`src/rtl/bmp_pkg.sv`:
```
// Shared types and helpers for the BMP frame loader.
// Frame defaults match the 640x480 24-bit BMP file layout.
package bmp_pkg;

  typedef enum logic [1:0] {
    HEADER,
    PIXEL,
    DONE
  } bmp_state_t;

  localparam int DEF_FRAME_W      = 640;
  localparam int DEF_FRAME_H      = 480;
  localparam int DEF_HEADER_BYTES = 54;

  function automatic logic [15:0] rgb888_to_565(
    input logic [7:0] r,
    input logic [7:0] g,
    input logic [7:0] b
  );
    return {r[7:3], g[7:2], b[7:3]};
  endfunction

endpackage

```
`src/rtl/bmp_frame_loader_if.sv`:
```
// Byte-in / pixel-write bundle between SD reader, loader and frame buffer.
// master = byte source side, slave = loader side.
interface bmp_frame_loader_if #(
  parameter int ADDR_W = 19
);
  logic              in_valid;
  logic [7:0]        in_byte;
  logic              wr_en;
  logic [ADDR_W-1:0] wr_addr;
  logic [15:0]       wr_data;

  modport master (
    output in_valid, in_byte,
    input  wr_en, wr_addr, wr_data
  );

  modport slave (
    input  in_valid, in_byte,
    output wr_en, wr_addr, wr_data
  );
endinterface

```
`src/rtl/bmp_frame_loader.sv`:
```
// Skips the BMP header, packs BGR triplets to RGB565 and writes them
// top-down into a linear frame buffer.
module bmp_frame_loader
  import bmp_pkg::*;
#(
  parameter int HEADER_BYTES = DEF_HEADER_BYTES,
  parameter int FRAME_W      = DEF_FRAME_W,
  parameter int FRAME_H      = DEF_FRAME_H,
  parameter int ADDR_W       = 19
) (
  input  logic clk,
  input  logic rst_n,
  input  logic clear,
  bmp_frame_loader_if.slave bus,
  output logic frame_done,
  output logic overflow
);

  localparam int HW = (HEADER_BYTES > 1) ? $clog2(HEADER_BYTES) : 1;
  localparam int XW = (FRAME_W > 1) ? $clog2(FRAME_W) : 1;

  localparam logic [HW-1:0] HDR_LAST = HW'(HEADER_BYTES - 1);
  localparam logic [XW-1:0] X_LAST   = XW'(FRAME_W - 1);
  localparam logic [ADDR_W-1:0] ROW_LAST = ADDR_W'((FRAME_H - 1) * FRAME_W);
  localparam logic [ADDR_W-1:0] ROW_STEP = ADDR_W'(FRAME_W);
  localparam bmp_state_t START = (HEADER_BYTES == 0) ? PIXEL : HEADER;

  bmp_state_t        state, state_d;
  logic [HW-1:0]     hdr_cnt;
  logic [1:0]        phase;
  logic [7:0]        b_q, g_q;
  logic [XW-1:0]     x;
  logic [ADDR_W-1:0] row_base;

  logic pix_r, last_pix, x_last;

  assign x_last   = (x == X_LAST);
  assign last_pix = (row_base == '0) && x_last;
  assign pix_r    = (state == PIXEL) && bus.in_valid && (phase == 2'd2);

  always_comb begin
    state_d = state;
    case (state)
      HEADER:
        if (bus.in_valid && hdr_cnt == HDR_LAST)
          state_d = PIXEL;
      PIXEL:
        if (pix_r && last_pix)
          state_d = DONE;
      DONE:    state_d = DONE;
      default: state_d = START;
    endcase
    if (clear)
      state_d = START;
  end

  always_ff @(posedge clk or negedge rst_n) begin
    if (!rst_n)
      state <= START;
    else
      state <= state_d;
  end

  always_ff @(posedge clk or negedge rst_n) begin
    if (!rst_n) begin
      hdr_cnt     <= '0;
      phase       <= '0;
      b_q         <= '0;
      g_q         <= '0;
      x           <= '0;
      row_base    <= ROW_LAST;
      bus.wr_en   <= 1'b0;
      bus.wr_addr <= '0;
      bus.wr_data <= '0;
      frame_done  <= 1'b0;
      overflow    <= 1'b0;
    end else if (clear) begin
      hdr_cnt    <= '0;
      phase      <= '0;
      x          <= '0;
      row_base   <= ROW_LAST;
      bus.wr_en  <= 1'b0;
      frame_done <= 1'b0;
      overflow   <= 1'b0;
    end else begin
      bus.wr_en <= 1'b0;
      case (state)
        HEADER:
          if (bus.in_valid)
            hdr_cnt <= hdr_cnt + 1'b1;
        PIXEL:
          if (bus.in_valid) begin
            case (phase)
              2'd0: begin
                b_q   <= bus.in_byte;
                phase <= 2'd1;
              end
              2'd1: begin
                g_q   <= bus.in_byte;
                phase <= 2'd2;
              end
              default: begin
                phase       <= 2'd0;
                bus.wr_en   <= 1'b1;
                bus.wr_addr <= row_base + ADDR_W'(x);
                bus.wr_data <= rgb888_to_565(bus.in_byte, g_q, b_q);
                // Bottom-up file rows land top-down: step back one row.
                if (x_last) begin
                  x        <= '0;
                  row_base <= row_base - ROW_STEP;
                end else begin
                  x <= x + 1'b1;
                end
                if (last_pix)
                  frame_done <= 1'b1;
              end
            endcase
          end
        DONE:
          if (bus.in_valid)
            overflow <= 1'b1;
        default: ;
      endcase
    end
  end

endmodule
```
`src/flat_wrapper.sv`:
```
// flat-port wrapper written by rule: the top's interface ports become plain ports
module bmp_frame_loader_flat import bmp_pkg::*;
#(
  parameter int HEADER_BYTES = DEF_HEADER_BYTES,
  parameter int FRAME_W      = DEF_FRAME_W,
  parameter int FRAME_H      = DEF_FRAME_H,
  parameter int ADDR_W       = 19
)
  (clk, rst_n, clear, frame_done, overflow, bus_in_valid, bus_in_byte, bus_wr_en, bus_wr_addr, bus_wr_data);
  bmp_frame_loader_if #(.ADDR_W(ADDR_W)) bus_i ();
  input  logic clk;
  input  logic rst_n;
  input  logic clear;
  output logic frame_done;
  output logic overflow;
  input wire logic [$bits(bus_i.in_valid)-1:0] bus_in_valid;
  input wire logic [$bits(bus_i.in_byte)-1:0] bus_in_byte;
  output wire logic [$bits(bus_i.wr_en)-1:0] bus_wr_en;
  output wire logic [$bits(bus_i.wr_addr)-1:0] bus_wr_addr;
  output wire logic [$bits(bus_i.wr_data)-1:0] bus_wr_data;
  assign bus_i.in_valid = bus_in_valid;
  assign bus_i.in_byte = bus_in_byte;
  assign bus_wr_en = bus_i.wr_en;
  assign bus_wr_addr = bus_i.wr_addr;
  assign bus_wr_data = bus_i.wr_data;
  bmp_frame_loader #(.HEADER_BYTES(HEADER_BYTES), .FRAME_W(FRAME_W), .FRAME_H(FRAME_H), .ADDR_W(ADDR_W)) u_core (.clk(clk), .rst_n(rst_n), .clear(clear), .bus(bus_i), .frame_done(frame_done), .overflow(overflow));
endmodule
```
`config.mk`:
```
export PLATFORM = sky130hd
export DESIGN_NAME = bmp_frame_loader_flat
export DESIGN_NICKNAME = d
export VERILOG_FILES = /design/src/rtl/bmp_pkg.sv /design/src/rtl/bmp_frame_loader_if.sv /design/src/rtl/bmp_frame_loader.sv /design/src/flat_wrapper.sv
export SDC_FILE = /design/constraint.sdc
export NUM_CORES = 1
export LEC_CHECK = 0
export CORE_ASPECT_RATIO = 0.5
export CORE_MARGIN = 2
export CORE_UTILIZATION = 30
export DETAILED_ROUTE_END_ITERATION = 10
export PLACE_DENSITY = 0.53
export RECOVER_POWER = 100
export SLEW_MARGIN = 20
export SYNTH_ARGS = -nofsm -noshare
export SYNTH_HDL_FRONTEND = slang
export SYNTH_SLANG_ARGS = --single-unit
```
`constraint.sdc`:
```
create_clock -name clk -period 2.79 [get_ports clk]
set_input_delay 0.4185 -clock clk [delete_from_list [all_inputs] [get_ports clk]]
set_output_delay 0.4185 -clock clk [all_outputs]
set_load 0.03 [all_outputs]
```
==> qor_table.md <==
| Item | This run |
|---|---|
| Status | finished with violations |
| Failing checks | capacitance limit, slew limit |
| Met3 Usage GRT | 0.04146 |
| Switching component of the power | 529.5 uW |
| Maximum Capacitance Violations | 1 |
| Clock edge transition at the registers on the reported setup and hold paths | 0.06 ns |
| Worst EP required | 3.01 ns |
| Biggest fanout along the worst timing path | 14 |
| Dominant register cell in the synthesized netlist | sky130_fd_sc_hd__dfrtp_1 |
| Placer congestion estimate | 0.7306 |
| Cells taking the most area after synthesis | sky130_fd_sc_hd__dfrtp_1 (49%), sky130_fd_sc_hd__mux2_2 (11%), sky130_fd_sc_hd__xor2_1 (5.1%) |
| Global-route wire length before repair | 12.79 mm |
| Pin count of the biggest net entering global routing | 82 |
| Via Count | 2,508 |
| Classification of the worst setup path | input pin to register |
| Average vias per placed instance | 4.636 |
| Synthesis-stage register bit count | 81 |
| HPWL reported at the end of detailed placement | 5.190 mm |
| Setup repair after global routing missed its margin | false |
| Total number of H-tree levels | 3 |
| Cells after Synth | 321 |
| Max_slew headroom | -0.3757 |
| Area Growth Syn to Fin | 24.62% |
| Worst IR Drop VDD | 0.0002485 V |
| Worst hold path type | register to register |
| Sequential cell area | 2036 sq um |
| Layer with the highest usage | met2 |
| Number of clock buffers inserted by TritonCTS | 9 |
| Initial antenna violation count | 0 |
| Final number of setup-violating endpoints | 0 |
| Starting DRT DRC Count | 95 |
| WP data arrival | 2.50 ns |
| Number of hold-repair buffers added at the cts stage | 0 |
| Clock network fraction of design power | 0.502 |
| Async set-reset flop share out of synthesis | 1.000 |
| Commonest cells post-synth | sky130_fd_sc_hd__dfrtp_1 (74), sky130_fd_sc_hd__mux2_2 (36), sky130_fd_sc_hd__nor2_1 (31) |
| DIE WIDTH | 162.3 um |
| Filler instances | 1,144 |
| Area share of the largest cell type after synthesis | 0.4923 |
| Setup slack of the critical path after layout | 0.5101 ns |
| Period Utilization, post-route | 0.8172 |
| Quantity of gates resized following cts | 0 |
| Static power due to leakage | 0.002202 uW |
| Count of buffers inserted at the top-level ports | 47 |
| Number of global-route vias before repair | 2,579 |
| Final routed wire length divided by cell count | 13.85 um |
| Clock Skew | 0.006592 ns |
| Highest clock rate | 438.6 MHz |
| Measured slew at the worst slew-check pin | 2.064 ns |
| All-Layer GR Usage | 0.1202 |
| Library cell used as clock root buffer | sky130_fd_sc_hd__clkbuf_16 |
| Post-layout nets | 393 |
| Min cycle time layout | 2.280 ns |
| Number of nets still failing antenna checks after routing | 0 |
| Share of power burned in combinational logic | 0.026 |
| Crit. End Element | register |
| Internal power | 1988 uW |
| # Post-CTS Setup Buffers | 0 |
| Sw Share | 0.2104 |
| Post-Place Worst Slack | 0.4915 ns |
| Max clock buf depth | 2 |
| Total gr overflow | 0 |
| Fraction of the yosys area taken by sequential cells | 0.5413 |
| Remaining design rule violation count | 0 |
| Ant diodes | 0 |
| Mean instance size in the synthesized netlist | 11.72 sq um |
| Clock tree sinks | 81 |
| Clock tree from TritonCTS | yes |
| Core utilization of the finished layout | 0.3900 |
| Starting Density | 0.3130 |
| Detailed-route wire length | 7.495 mm |
| Number of hold violations in the final report | 0 |
| Proportion of layout cells with a drive suffix above 1 | 0.1862 |
| Final total power | 2517 uW |
| Number of iterations in the first detailed-routing pass | 4 |
| Fraction of power consumed by sequential logic | 0.472 |
| Total die area | 13,500 sq um |
| Net count of the mapped netlist | 343 |
| Pwr dens | 537.1 nW/um^2 |
| Fin. max-slew vios | 82 |
| Fraction of met2 tracks used by global routing | 0.1838 |
| Grt met1 use | 0.1566 |
| Cell taking the most area after synthesis | sky130_fd_sc_hd__dfrtp_1 |
| Area of the mapped netlist | 3761 sq um |
| Multi-input gate area in the final layout | 1593 sq um |
| Yosys synthesis warning count | 0 |
| Site Rows | 28 |
| Die H | 83.18 um |
| Top-level port count | 50 |
| Clk Latency, worst-skew pair | 0.34 ns |
| Most frequent cell after synthesis | sky130_fd_sc_hd__dfrtp_1 |
| Final TNS setup | 0 ns |
| Post-synth EDFFs | 0 |
| Placeable core region | 12,020 sq um |
| Startpoint class of the critical path | input pin |
| Number of distinct standard cells referenced by the synthesized netlist | 46 |
routing by layer:
layer / routed length [um] / vias to the layer above
met5: 0 / -
met4: 124 / 0
met3: 308 / 11
met2: 3481 / 36
met1: 3581 / 1239
li1: - / 1222
cell usage in the layout, fill, tap and decap left out, types with 9 or more instances in the layout:
| cell type | n |
|---|---|
| sky130_fd_sc_hd__a21oi_1 | 9 |
| sky130_fd_sc_hd__clkbuf_16 | 9 |
| sky130_fd_sc_hd__dfrtp_1 | 74 |
| sky130_fd_sc_hd__dlygate4sd3_1 | 39 |
| sky130_fd_sc_hd__ha_1 | 10 |
| sky130_fd_sc_hd__mux2_2 | 36 |
| sky130_fd_sc_hd__nand2_1 | 19 |
| sky130_fd_sc_hd__nand3_1 | 11 |
| sky130_fd_sc_hd__nor2_1 | 31 |
| sky130_fd_sc_hd__o21ai_0 | 15 |
| sky130_fd_sc_hd__xor2_1 | 22 |
power groups by stage:
stage	combinational, uW	sequential [uW]	clock, uW
final	64.9	1190	1260
after global placement	65.4	1210	0
after global routing	74.9	1190	1360
after CTS	68.8	1190	1310
after detailed placement	68.8	1210	0
after floorplan	22.0	1210	0
area by class of cell:
class	count	area share
clock inverter	7	0.02002
sequential	81	0.4343
timing repair buffer	55	0.1081
tap	165	0.04405
clock buffer	9	0.04805
multi-input combinational	217	0.3398
inverter	7	0.005606
through the flow:
stage / instances / hold slack [ns] / instance area (sq um)
6_report: 541 / 0.4748 / 4687
5_1_grt: 541 / 0.4966 / 4687
4_1_cts: 541 / 0.3065 / 4721
3_5_place_dp: 525 / 0.4702 / 4402
3_3_place_gp: 525 / 0.4645 / 4402
2_1_floorplan: 321 / 0.1229 / 3761
flip-flops by register name, summed over array words and instances (netlist names), 5 cells and up:
name                cells
u_core.bus.wr_data     16
u_core.g_q              6
u_core.hdr_cnt          6
u_core.x               10
u_core.row_base        12
u_core.bus.wr_addr     19
u_core.b_q              5
logic make-up after synthesis:
group / Yosys count / share of synthesized area
mux: 37 / 0.1104
fa+ha+maj: 10 / 0.03327
compound gates: 36 / 0.05822
buf+inv: 23 / 0.03194
flops: 81 / 0.5413
xor+xnor: 30 / 0.06986
simple gates: 104 / 0.1550
worst max-delay path, stage by stage:
cell	delay (ns)
sky130_fd_sc_hd__clkdlybuf4s50_1	0.44
sky130_fd_sc_hd__buf_4	0.19
sky130_fd_sc_hd__nand2_1	0.18
sky130_fd_sc_hd__nor2_1	0.09
sky130_fd_sc_hd__nand2_1	0.12
sky130_fd_sc_hd__clkbuf_1	0.65
sky130_fd_sc_hd__mux2_2	0.42
worst paths after layout:
| check | start | end | slack [ns] | depth (start not counted) |
|---|---|---|---|---|
| max | bus_in_valid | u_core.bus.wr_data[14]$_DFFE_PN0P_ | 0.51 | 7 |
| min | u_core.bus.wr_addr[11]$_DFFE_PN0P_ | u_core.bus.wr_addr[11]$_DFFE_PN0P_ | 0.47 | 2 |
| max reg2reg | u_core.state[1]$_DFFE_PN0P_ | u_core.bus.wr_data[14]$_DFFE_PN0P_ | 0.53 | 7 |
| min reg2reg | u_core.bus.wr_addr[11]$_DFFE_PN0P_ | u_core.bus.wr_addr[11]$_DFFE_PN0P_ | 0.47 | 2 |
| max in group asynchronous | rst_n | u_core.bus.wr_addr[17]$_DFFE_PN0P_ | 0.90 | 1 |
| min in group asynchronous | rst_n | u_core.bus.wr_data[11]$_DFFE_PN0P_ | 0.67 | 1 |
Note: power is estimated with default switching activity, not from simulation.
